**src/rtl/mem_arbiter.sv**
```systemverilog
// rtl/mem_arbiter.sv - arbitrates IF/ME word requests onto one byte-wide memory port
// Optional MEM_ARBITER_RR_EN: round-robin tie-break instead of fixed ME priority.
module mem_arbiter (
    input  logic        clk,
    input  logic        rst,
    input  logic        if_r_enable_i,
    input  logic [31:0] if_addr_i,
    output logic [31:0] if_data_o,
    output logic        if_busy_o,
    output logic        if_done_o,
    input  logic        ram_r_enable_i,
    input  logic        ram_w_enable_i,
    input  logic [3:0]  ram_w_mask_i,
    input  logic [31:0] ram_w_data_i,
    input  logic [31:0] ram_addr_i,
    output logic [31:0] ram_r_data_o,
    output logic        ram_busy_o,
    output logic        ram_done_o,
    output logic [31:0] mem_addr_o,
    output logic        mem_wr_o,
    output logic [7:0]  mem_dout_o,
    input  logic [7:0]  mem_din_i
);
    typedef enum logic [1:0] {IDLE, ACCESS, DONE} state_t;
    typedef enum logic [1:0] {OWN_NONE, OWN_IF, OWN_ME} owner_t;

    state_t      state, state_nxt;
    owner_t      owner, owner_nxt;
    logic [1:0]  cnt, cnt_nxt;
    logic [29:0] base_q, base_nxt;
    logic        wr_q, wr_nxt;
    logic [3:0]  mask_q, mask_nxt;
    logic [31:0] wdata_q, wdata_nxt;
    logic [23:0] rbuf_q, rbuf_nxt;
    logic [31:0] if_data_q, if_data_nxt;
    logic [31:0] ram_data_q, ram_data_nxt;

    logic        if_req, me_req, grant_me, in_access;
    logic [31:0] word_done;
    logic        unused_addr_bits;

    assign if_req           = if_r_enable_i;
    assign me_req           = ram_r_enable_i | ram_w_enable_i;
    assign unused_addr_bits = ^{if_addr_i[1:0], ram_addr_i[1:0]};
    // The top byte arrives on mem_din_i during DONE itself.
    assign word_done        = {mem_din_i, rbuf_q};

`ifdef MEM_ARBITER_RR_EN
    // Flips only on contested grants; starts so that ME takes the first tie.
    logic me_won_last;

    always_ff @(posedge clk or negedge rst) begin
        if (!rst)
            me_won_last <= 1'b0;
        else if (state == IDLE && if_req && me_req)
            me_won_last <= grant_me;
    end

    assign grant_me = me_req && (!if_req || !me_won_last);
`else
    assign grant_me = me_req;
`endif

    always_ff @(posedge clk or negedge rst) begin
        if (!rst) begin
            state      <= IDLE;
            owner      <= OWN_NONE;
            cnt        <= 2'd0;
            base_q     <= 30'd0;
            wr_q       <= 1'b0;
            mask_q     <= 4'd0;
            wdata_q    <= 32'd0;
            rbuf_q     <= 24'd0;
            if_data_q  <= 32'd0;
            ram_data_q <= 32'd0;
        end else begin
            state      <= state_nxt;
            owner      <= owner_nxt;
            cnt        <= cnt_nxt;
            base_q     <= base_nxt;
            wr_q       <= wr_nxt;
            mask_q     <= mask_nxt;
            wdata_q    <= wdata_nxt;
            rbuf_q     <= rbuf_nxt;
            if_data_q  <= if_data_nxt;
            ram_data_q <= ram_data_nxt;
        end
    end

    always_comb begin
        state_nxt    = state;
        owner_nxt    = owner;
        cnt_nxt      = cnt;
        base_nxt     = base_q;
        wr_nxt       = wr_q;
        mask_nxt     = mask_q;
        wdata_nxt    = wdata_q;
        rbuf_nxt     = rbuf_q;
        if_data_nxt  = if_data_q;
        ram_data_nxt = ram_data_q;
        case (state)
            IDLE: begin
                if (if_req || me_req) begin
                    state_nxt = ACCESS;
                    cnt_nxt   = 2'd0;
                    if (grant_me) begin
                        owner_nxt = OWN_ME;
                        base_nxt  = ram_addr_i[31:2];
                        wr_nxt    = ram_w_enable_i;
                        mask_nxt  = ram_w_mask_i;
                        wdata_nxt = ram_w_data_i;
                    end else begin
                        owner_nxt = OWN_IF;
                        base_nxt  = if_addr_i[31:2];
                        wr_nxt    = 1'b0;
                        mask_nxt  = 4'd0;
                        wdata_nxt = 32'd0;
                    end
                end
            end
            ACCESS: begin
                // Byte cnt-1 was addressed last cycle and is on mem_din_i now.
                case (cnt)
                    2'd1:    rbuf_nxt[7:0]   = mem_din_i;
                    2'd2:    rbuf_nxt[15:8]  = mem_din_i;
                    2'd3:    rbuf_nxt[23:16] = mem_din_i;
                    default: ;
                endcase
                cnt_nxt = cnt + 2'd1;
                if (cnt == 2'd3)
                    state_nxt = DONE;
            end
            DONE: begin
                state_nxt = IDLE;
                owner_nxt = OWN_NONE;
                if (!wr_q) begin
                    if (owner == OWN_IF)
                        if_data_nxt = word_done;
                    else
                        ram_data_nxt = word_done;
                end
            end
            default: begin
                state_nxt = IDLE;
                owner_nxt = OWN_NONE;
            end
        endcase
    end

    assign in_access    = (state == ACCESS);
    assign mem_addr_o   = in_access ? {base_q, cnt} : 32'd0;
    assign mem_wr_o     = in_access && wr_q && mask_q[cnt];
    assign mem_dout_o   = (in_access && wr_q) ? wdata_q[{cnt, 3'b000} +: 8] : 8'd0;

    assign if_done_o    = (state == DONE) && (owner == OWN_IF);
    assign ram_done_o   = (state == DONE) && (owner == OWN_ME);
    assign if_data_o    = if_done_o ? word_done : if_data_q;
    assign ram_r_data_o = (ram_done_o && !wr_q) ? word_done : ram_data_q;

    // Busy drops in the done cycle even though the owner is still set.
    assign if_busy_o  = rst && (((owner == OWN_IF) && in_access) ||
                                (if_req && (owner != OWN_IF)));
    assign ram_busy_o = rst && (((owner == OWN_ME) && in_access) ||
                                (me_req && (owner != OWN_ME)));
endmodule

```
**config.mk**
```make
export PLATFORM = sky130hd
export DESIGN_NAME = mem_arbiter
export DESIGN_NICKNAME = d
export VERILOG_FILES = /design/src/rtl/mem_arbiter.sv
export SDC_FILE = /design/constraint.sdc
export NUM_CORES = 1
export LEC_CHECK = 0
export BUFFER_PORTS_ARGS = -buffer_cell sky130_fd_sc_hd__buf_2
export CAP_MARGIN = 5
export CORE_MARGIN = 1.5
export CORE_UTILIZATION = 31
export CTS_CLUSTER_SIZE = 16
export DETAILED_ROUTE_END_ITERATION = 6
export PLACE_DENSITY = 0.62
export SYNTH_ARGS = -nofsm -noshare
export SYNTH_HDL_FRONTEND = slang
export SYNTH_SLANG_ARGS = --single-unit
```
**constraint.sdc**
```tcl
create_clock -name clk -period 3.75 [get_ports clk]
set_input_delay 0.75 -clock clk [delete_from_list [all_inputs] [get_ports clk]]
set_output_delay 0.75 -clock clk [all_outputs]
set_load 0.03 [all_outputs]
```
* After elaboration in Yosys (flattened, before gate mapping)
Cells that the tools add are included.
Word-level totals: output and inout bits 109, logic and storage cells 74, register bits after elaboration 161, bits of input ports 113
Cells by class: shift operators 1, multiplexer cells 18, equal/unequal tests 11, reductions and logical operators 26, bitwise gates (word level) 4, $add $sub $neg 1, order comparisons 1
Operators by type and width (number):
- 32-bit 2-to-1 mux | 4
- 32-bit by 6-bit variable part select with 8-bit output | 1
- 30-bit 2-to-1 mux | 1
- 2-bit AND reduction | 7
- 2-bit one-hot mux with 2 select lines | 3
- 1-bit logical AND | 11
- 2-bit 2-to-1 mux | 5
- 2-bit == test, second input constant | 4
- 8-bit 2-to-1 mux | 1
- 2-bit by 1-bit == test with 1-bit output, second input constant | 3
- 3-bit AND reduction | 2
- 4-bit 2-to-1 mux | 1
- 2-bit by 1-bit inequality test with 1-bit output, second input constant | 2
- 2-bit inequality test, second input constant | 2
- 1-bit logical OR | 3
- 2-bit by 3-bit less-than comparator with 1-bit output, second input constant | 1
- 1-bit NOT | 3
- 2-bit by 1-bit adder with 2-bit output, second input constant | 1
- 1-bit binary-select mux with 2-bit select | 1
- 2-bit zero test | 1
- 1-bit 2-to-1 mux | 2
- 2-bit nonzero test | 1
- 1-bit zero test | 1
- 1-bit bitwise OR | 1

* Depth between registers and ports, before layout
Gate-level depths: netlist of the first run.
depth in word-level cells 4, depth in mapped cells 6, depth with buffers taken out 4

* Worst setup path after synthesis of the first run
No wires, ideal clock.
path kind flip-flop to output port, start point reg owner[1], end point out if_data_o[22], buffers on the path 2, data required time 3000 ps, cell stages (with the launch flop) 6, slack 1459 ps, data arrival time 1541 ps, cells stage by stage dfrtp_1 nor2b_1 and3b_1 buf_2 buf_4 mux2_2
Between the ends: longest elaborated chain between the ends 3
Ends and longest elaborated chain:
- start, declared | RTL line 28 | owner_t owner, owner_nxt;
- start signal, assigned | RTL line 78 | owner <= owner_nxt;
- 2-bit by 1-bit == test with 1-bit output | RTL line 155 | assign if_done_o = (state == DONE) && (owner == OWN_IF);
- 1-bit logical AND | RTL line 155
- via if_done_o | RTL line 10 | output logic if_done_o,
- 32-bit 2-to-1 mux | RTL line 157 | assign if_data_o = if_done_o ? word_done : if_data_q;
- end, declared | RTL line 8 | output logic [31:0] if_data_o,
The timed path passes the listed nets, and every way through them passes these cells.

* Worst setup path after layout of the first run
start point reg owner[0], end point out if_data_o[11]
Between the ends: longest elaborated chain between the ends 3
Ends and longest elaborated chain (RTL line):
- 2-bit by 1-bit == test with 1-bit output | 155
- 1-bit logical AND | 155
- 32-bit 2-to-1 mux | 157
Every way passes these cells.

==> impl_results.rst, run 1 <==
.. list-table::
   :header-rows: 1

   * - Metric
     - Value
   * - Result of the run
     - completed
   * - DRC violations left
     - 0
   * - Full die area
     - 26150 sq um
   * - Initial cell density of the core
     - 31.83%
   * - Layout Nets
     - 860
   * - Synth warnings
     - 0
   * - Total via count after detailed routing
     - 5094
   * - Total global routing overflow
     - 0
   * - Post-synthesis instance area
     - around 8000 sq um
   * - Unrepaired setup endpoints after global routing
     - false
   * - Number of unique standard cell types used by synthesis
     - 31
   * - Detail Route Antenna Nets
     - 0
   * - Final setup fails
     - 0
   * - Max Root-Sink Buffers
     - 2
   * - Max-slew violations
     - 0
   * - Vias in the first global route
     - 5307
   * - Area contributors post-synth
     - sky130_fd_sc_hd__dfrtp_1, sky130_fd_sc_hd__mux2_2, sky130_fd_sc_hd__mux2_4, sky130_fd_sc_hd__a22o_1, sky130_fd_sc_hd__mux4_2
   * - WL per Instance
     - 17.07 um
   * - Worst path buffer plus inverter count
     - 2
   * - CP max stage cell
     - sky130_fd_sc_hd__buf_4
   * - Worst setup skew after layout
     - roughly 0.008 ns
   * - Total negative slack
     - 0 ns
   * - Number of sinks on the clock net
     - 161
   * - CTS Buf Count
     - 17
   * - Share of the yosys chip area belonging to registers
     - roughly half
   * - Final wirelength
     - 18470 um
   * - Core area
     - approximately 25000 sq um
   * - Setup Buffers After CTS
     - 0
   * - Fillcell total
     - between 2k and 2.5k
   * - Number of H-tree levels
     - 4
   * - Placed Instance Area
     - 9165 sq um
   * - X dimension of the die
     - 161.7 um
   * - Worst supply voltage drop on vdd
     - 376.1 uV
   * - Final critical-path required period
     - 3.096 ns
   * - Buffer type at the clock tree root
     - sky130_fd_sc_hd__clkbuf_16
   * - Avg Synthesized Cell Area
     - 14.54 sq um
   * - Clock edge transition at the registers on the reported setup and hold paths
     - ~0.060 ns
   * - Total instance count after detailed placement
     - 1049
   * - Die Ht
     - 161.7 um
   * - Initial antenna violation count
     - 1
   * - TritonCTS clock tree
     - done
   * - Crit-path leading delay family
     - buffers and inverters
   * - Post-DP HPWL
     - 11980 um
   * - Max Fanout on Critical Path
     - 33
   * - Final critical-path setup slack
     - 0.6536 ns
   * - Hold-fix buffers at CTS
     - 0
   * - Kind of capture point of the worst setup path
     - output port
   * - Worst hold-check path type
     - input pin to async pin
   * - Final number of hold-violating endpoints
     - 0
   * - Count of non-filler cells in the finished layout
     - 1082
   * - Pre-antenna DRT Iters
     - 4
   * - Number of nets produced by synthesis
     - 653
   * - Fmax achieved
     - around 320 MHz
   * - Number of port buffers
     - ~220
   * - Slew at the pin with the worst max-slew slack
     - 0.9716 ns
   * - RePlAce Congestion
     - 0.7294
   * - Stage delay of the slowest cell on the critical path
     - 0.43 ns
   * - Headroom to the max-slew limit
     - 35.07%
   * - First-pass GRT wire length
     - approximately 29000 um
   * - Worst EP required
     - approximately 3.0 ns
   * - Most frequent standard cell in the layout excluding fill and tap cells
     - sky130_fd_sc_hd__buf_2
   * - Area of all placed cells without fillers
     - 9738 sq um
   * - Via-to-Cell Ratio
     - 4.708
   * - Kind of launch point of the worst setup path
     - flip-flop
   * - Leakage
     - 4.817 nW
   * - Pre-CTS setup slack
     - 1.069 ns
   * - Total track usage
     - 14.38%
   * - Gate count after technology mapping
     - 537
   * - Power per Cell Area
     - 924.7 nW/um^2
   * - IO Pins
     - 222
   * - Largest net degree at the start of global routing
     - 122
   * - Worst Path Class, Setup
     - flip-flop to output port
   * - Area grow syn2layout
     - 24.71%
   * - Share of cells above drive strength 1
     - about 64%
   * - Number of synthesized register bits
     - about 160
   * - Top cell type by total area after synthesis
     - sky130_fd_sc_hd__dfrtp_1
   * - Area share of the largest cell type after synthesis
     - about half
   * - Latest clock arrival within the worst-skew pair
     - 0.42 ns
   * - Initial detailed-routing violation count
     - approximately 210
   * - Reported max-cap violation count
     - 0
   * - Cell row count
     - 57
   * - Chain of cells forming the critical path
     - nor2b_1 > and3b_2 > buf_4 > mux2_2 > buf_2
   * - Number of instances resized during post-cts repair
     - 0
   * - Endpoint arrival time on the critical path
     - 2.35 ns
   * - Most frequent cells in the layout
     - sky130_fd_sc_hd__buf_2, sky130_fd_sc_hd__mux2_2, sky130_fd_sc_hd__dfrtp_1, sky130_fd_sc_hd__a22o_1, sky130_fd_sc_hd__mux2_4
   * - Fin crit share
     - 82.57%
[final timing paths]
check,from,endpoint,slack [ns],cells after the start
setup / recovery,owner[0]$_DFFE_PN0P_,if_data_o[11],0.65,5
hold / removal,rst,ram_data_q[10]$_DFFE_PN0P_,0.24,1
setup reg to reg,cnt[0]$_DFFE_PN0P_,rbuf_q[12]$_DFFE_PN0P_,1.59,4
hold reg to reg,wdata_q[21]$_DFFE_PN0P_,wdata_q[21]$_DFFE_PN0P_,0.50,1
max in group asynchronous,rst,wdata_q[15]$_DFFE_PN0P_,2.48,2
min in group clk,wdata_q[21]$_DFFE_PN0P_,wdata_q[21]$_DFFE_PN0P_,0.50,1
[area by class of cell]
cell class | instances | area (sq um) | share of cell area, %
Clock buffer | 18 | 439.2 | 4.510
Antenna cell | 1 | 2.502 | 0.02570
Timing Repair Buffer | 226 | 1172 | 12.04
Clock inverter | 14 | 131.4 | 1.349
Multi-Input combinational cell | 334 | 3543 | 36.39
Inverter | 4 | 15.01 | 0.1542
Sequential cell | 161 | 4029 | 41.37
Tap cell | 324 | 405.4 | 4.163
[stage by stage]
step | hold WS (ns) | total power, mW | utilization [%]
2_1_floorplan | 0.4544 | 6.273 | -
3_3_place_gp | 0.4702 | 7.310 | 37.36
3_5_place_dp | 0.4868 | 7.377 | 37.36
4_1_cts | 0.2418 | 9.132 | 39.68
5_1_grt | 0.2477 | 9.559 | 39.68
6_report | 0.2432 | 9.004 | 39.69
[cells by family after synthesis]
family	share of synthesized area [%]
adders and majority gates	0.4807
DFF	51.59
muxes	34.93
buffers and inverters	3.349
AOI/OAI and AO/OA	4.631
and+or+nand+nor	5.015
[state kept, by name, summed over array words and instances (netlist names)]
name        flops
state           2
rbuf_q         24
wr_q            1
owner           2
cnt             2
ram_data_q     32
wdata_q        32
if_data_q      32
base_q         30
mask_q          4
[routing by layer]
| layer | vias up | wire [um] | global-route usage, % |
|---|---|---|---|
| met5 | - | 0 | 0 |
| met4 | 0 | 160 | 3.336 |
| met3 | 12 | 1206 | 4.648 |
| met2 | 160 | 8479 | 23.21 |
| met1 | 2548 | 8622 | 18.78 |
| li1 | 2374 | - | - |
[synth_stat cells]
| cell | n |
|---|---|
| sky130_fd_sc_hd__buf_2 | 19 |
| sky130_fd_sc_hd__a21o_1 | 1 |
| sky130_fd_sc_hd__nor2_1 | 8 |
| sky130_fd_sc_hd__nor3_2 | 1 |
| sky130_fd_sc_hd__a22o_1 | 36 |
| sky130_fd_sc_hd__mux2_4 | 31 |
| sky130_fd_sc_hd__o311a_1 | 1 |
| sky130_fd_sc_hd__mux2_1 | 1 |
| sky130_fd_sc_hd__nor3b_2 | 1 |
| sky130_fd_sc_hd__ha_1 | 3 |
| sky130_fd_sc_hd__dfrtp_1 | 161 |
| sky130_fd_sc_hd__a31o_2 | 1 |
| sky130_fd_sc_hd__o22ai_1 | 1 |
| sky130_fd_sc_hd__buf_6 | 9 |
| sky130_fd_sc_hd__mux4_2 | 9 |
| sky130_fd_sc_hd__and3_1 | 9 |
| sky130_fd_sc_hd__clkbuf_1 | 6 |
| sky130_fd_sc_hd__nand2_1 | 6 |
| sky130_fd_sc_hd__mux2_2 | 181 |
| sky130_fd_sc_hd__inv_1 | 4 |
| sky130_fd_sc_hd__mux2i_1 | 1 |
| sky130_fd_sc_hd__and3b_1 | 2 |
| sky130_fd_sc_hd__o21ai_0 | 1 |
| sky130_fd_sc_hd__clkbuf_2 | 1 |
| sky130_fd_sc_hd__buf_4 | 3 |
| sky130_fd_sc_hd__nor3_1 | 1 |
| sky130_fd_sc_hd__nor2b_1 | 5 |
| sky130_fd_sc_hd__o22a_1 | 1 |
| sky130_fd_sc_hd__and2_1 | 30 |
| sky130_fd_sc_hd__or3_1 | 1 |
| sky130_fd_sc_hd__nand2b_1 | 2 |
[power breakdown]
part | internal [mW] | switching (mW) | total, mW
logic | 1.90 | 2.28 | 4.19
registers | 2.54 | 0.577 | 3.12
clock network | 0.942 | 0.755 | 1.70
total | 5.39 | 3.62 | 9.00
Power figures use the tool's default switching activity.
==> run 2: changes to the inputs <==
--- a/config.mk
+++ b/config.mk
@@ -11,7 +11,7 @@
 export CORE_UTILIZATION = 31
 export CTS_CLUSTER_SIZE = 16
 export DETAILED_ROUTE_END_ITERATION = 6
-export PLACE_DENSITY = 0.62
+export PLACE_DENSITY = 0.64
 export SYNTH_ARGS = -nofsm -noshare
 export SYNTH_HDL_FRONTEND = slang
 export SYNTH_SLANG_ARGS = --single-unit
==> constraint.sdc (replaced) <==
create_clock -name clk -period 2.8 [get_ports clk]
set_input_delay 0.56 -clock clk [delete_from_list [all_inputs] [get_ports clk]]
set_output_delay 0.56 -clock clk [all_outputs]
set_load 0.03 [all_outputs]
==> run 2 against run 1 <==
Compared with the run above:
- critical path depth unchanged
- design area up 0.73%
- sequential power up 31%
- clock power up 32%
- setup slack worse by 0.46 ns
- sequential share of layout area down 0.29 points
- count of clock-buffer cells in the layout down 1
- largest cell class unchanged
- core utilization up 0.29 points
- clock skew up 0.0066 ns
- combinational power up 37%
- register-to-register slack worse by 0.81 ns
- largest power group unchanged
- hold slack worse by 0.054 ns
==> impl_results.rst, run 2 (same netlist as run 1, synthesis figures left out) <==
.. list-table::
   :header-rows: 1

   * - Metric
     - Value
   * - Total global routing overflow
     - 0 (unchanged)
   * - Unrepaired setup endpoints after global routing
     - false
   * - Vias in the first global route
     - 5219 (-1.7%)
   * - GRT met3 Usage
     - 4.213% (-0.43 points)
   * - Fmax achieved
     - 383.4 MHz
   * - Number of sinks on the clock net
     - 161 (unchanged)
   * - Worst setup skew after layout
     - 0.01460 ns (+0.006625 ns)
   * - Diodes inserted
     - 0 (-1)
   * - Final setup fails
     - 0 (unchanged)
   * - Reported max-cap violation count
     - 0 (unchanged)
   * - TritonCTS clock tree
     - done
   * - Fin crit share
     - between 90% and 100%
   * - IO Pins
     - 222 (unchanged)
   * - Register-to-register setup slack
     - 0.78 ns (-0.81 ns)
   * - Peak-usage layer in the global routing report
     - met2
   * - Final core utilization
     - 39.98% (+0.29 points)
   * - Slew at the pin with the worst max-slew slack
     - 0.9812 ns (+0.009607 ns)
   * - Initial antenna violation count
     - 0 (-1)
   * - Clock edge transition at the registers on the reported setup and hold paths
     - 0.07 ns (about the same)
   * - Total negative slack
     - 0 ns (unchanged)
   * - Initial detailed-routing violation count
     - 228 (+10%)
   * - Worst path buffer plus inverter count
     - 2 (unchanged)
   * - Endpoint arrival time on the critical path
     - 2.05 ns (-0.30 ns)
   * - Number of port buffers
     - 217 (unchanged)
   * - Core area
     - 24530 sq um (unchanged)
   * - Detail Route Antenna Nets
     - 0 (unchanged)
   * - Latest clock arrival within the worst-skew pair
     - 0.42 ns (about the same)
   * - DRC violations left
     - 0 (unchanged)
   * - WL per Instance
     - 17.15 um (+0.45%)
   * - Leakage
     - 4.855 nW (+0.79%)
   * - Max Root-Sink Buffers
     - 2 (unchanged)
   * - CP max stage cell
     - sky130_fd_sc_hd__dfrtp_2
   * - Worst R2R Start
     - state[0]$_DFFE_PN0P_
   * - Die Ht
     - 161.7 um (unchanged)
   * - Worst r2r path cells
     - 3 (-1)
   * - First-pass GRT wire length
     - 29380 um (+1.0%)
   * - Kind of launch point of the worst setup path
     - flip-flop
   * - Worst hold-check path type
     - input pin to async pin
   * - Largest registers
     - if_data_q (32), ram_data_q (32), wdata_q (32)
   * - Worst supply voltage drop on vdd
     - 524.4 uV (+39%)
   * - Largest net degree at the start of global routing
     - 127 (+4.1%)
   * - Worst EP required
     - 2.24 ns (-0.76 ns)
   * - Final critical-path required period
     - around 2.6 ns
   * - Total track usage
     - 14.62% (+0.25 points)
   * - Max Fanout on Critical Path
     - 32 (-3.0%)
   * - Worst-case hold slack
     - 0.1894 ns (-0.05375 ns)
   * - Kind of capture point of the worst setup path
     - output port
   * - Crit-path leading delay family
     - flip-flops
   * - Fillcell total
     - 2325 (-3.0%)
   * - Pre-antenna DRT Iters
     - 4 (unchanged)
   * - Initial cell density of the core
     - 31.83% (unchanged)
   * - Stage delay of the slowest cell on the critical path
     - 0.49 ns (+0.06 ns)
   * - Cell row count
     - 57 (unchanged)
   * - Start point of the critical path
     - state[0]$_DFFE_PN0P_
   * - Met1 global-route usage
     - 19.40% (+0.63 points)
   * - Area grow syn2layout
     - 25.62%
   * - Global routing usage on met2
     - 23.55% (+0.33 points)
   * - Layout Nets
     - 866 (+0.70%)
   * - Most frequent cells in the layout
     - sky130_fd_sc_hd__buf_2, sky130_fd_sc_hd__mux2_2, sky130_fd_sc_hd__dfrtp_1, sky130_fd_sc_hd__a22o_1, sky130_fd_sc_hd__mux2_4
   * - Chain of cells forming the critical path
     - nor3b_2 > nand2_1 > buf_6 > mux2_2 > buf_2
   * - R2R Path End
     - ram_data_q[7]$_DFFE_PN0P_
   * - RePlAce Congestion
     - 0.7436 (+1.9%)
   * - Area of all placed cells without fillers
     - 9809 sq um (+0.73%)
   * - Setup Buffers After CTS
     - 0 (unchanged)
   * - Full die area
     - 26150 sq um (unchanged)
   * - X dimension of the die
     - 161.7 um (unchanged)
   * - Buffer type at the clock tree root
     - sky130_fd_sc_hd__clkbuf_16
   * - Via-to-Cell Ratio
     - 4.706 (about the same)
   * - CTS Buf Count
     - 17 (unchanged)
   * - Number of H-tree levels
     - 4 (unchanged)
   * - Final number of hold-violating endpoints
     - 0 (unchanged)
   * - Most frequent standard cell in the layout excluding fill and tap cells
     - sky130_fd_sc_hd__buf_2
   * - Power per Cell Area
     - 1233 nW/um^2 (+33%)
   * - Share of cells above drive strength 1
     - 64.70% (+0.37 points)
   * - Worst setup path end
     - ram_r_data_o[22]
   * - Final wirelength
     - 18620 um (+0.82%)
   * - Logic depth of the worst setup path including buffers
     - 5 (unchanged)
   * - Placed Instance Area
     - 9248 sq um (+0.90%)
   * - Post-DP HPWL
     - 12180 um (+1.7%)
   * - Headroom to the max-slew limit
     - 34.58% (-0.49 points)
   * - Max-slew violations
     - 0 (unchanged)
   * - Result of the run
     - completed
   * - Worst Path Class, Setup
     - flip-flop to output port
   * - Total via count after detailed routing
     - 5111 (+0.33%)
-- run 2: where the power goes --
group | switching, mW | internal, mW
clock | 1.02 | 1.23
sequential | 0.683 | 3.41
combinational | 3.14 | 2.61
total | 4.84 | 7.26
-- run 2: worst min-delay path by stage --
stage                                   start                   endpoint  cells after the start  slack [ns]
floorplan                                 rst      base_q[0]$_DFFE_PN0P_                      0        0.26
global placement    ram_data_q[7]$_DFFE_PN0P_  ram_data_q[7]$_DFFE_PN0P_                      1        0.47
detailed placement     base_q[21]$_DFFE_PN0P_     base_q[21]$_DFFE_PN0P_                      1        0.48
CTS                                       rst     wdata_q[6]$_DFFE_PN0P_                      2        0.20
global route                              rst     wdata_q[6]$_DFFE_PN0P_                      2        0.23
finish                                    rst    wdata_q[11]$_DFFE_PN0P_                      2        0.19
-- run 2: worst reg2reg max path, delay by kind of cell (launching register included) --
kind             cells  cell delay [ns]
flip-flops           1             0.49
AND/OR/NAND/NOR      2             0.86
multiplexers         1             0.55
-- run 2: final cells by class --
cell class	instances	area (sq um)	area share, %
multi-input combinational	334	3543	36.12
sequential	161	4030	41.08
clock buffer	17	425.4	4.337
timing repair buffer	232	1259	12.83
inverter	4	15.01	0.1531
clock inverter	14	131.4	1.339
tap	324	405.4	4.133
-- run 2: what timing repair did --
action | CTS | global route
resized for setup | 0 | 2
endpoints found under the setup margin | 0 | 33
hold buffers | 0 | 0
-- run 2: stage by stage --
step                      power [mW]  setup WS, ns  cells
after global placement         9.840        0.4794   1055
after detailed placement       9.923        0.4742   1055
after floorplan                8.401        0.6989    537
after global routing           12.84        0.1088   1086
after CTS                      12.24      0.007147   1086
final                          12.10        0.1915   1086
-- run 2: per-layer routing --
layer	part of all wire [%]	vias to the layer above
met1	46	2530
met3	6.6	14
met2	46	179
met4	0.94	0
met5	0	-
li1	-	2388
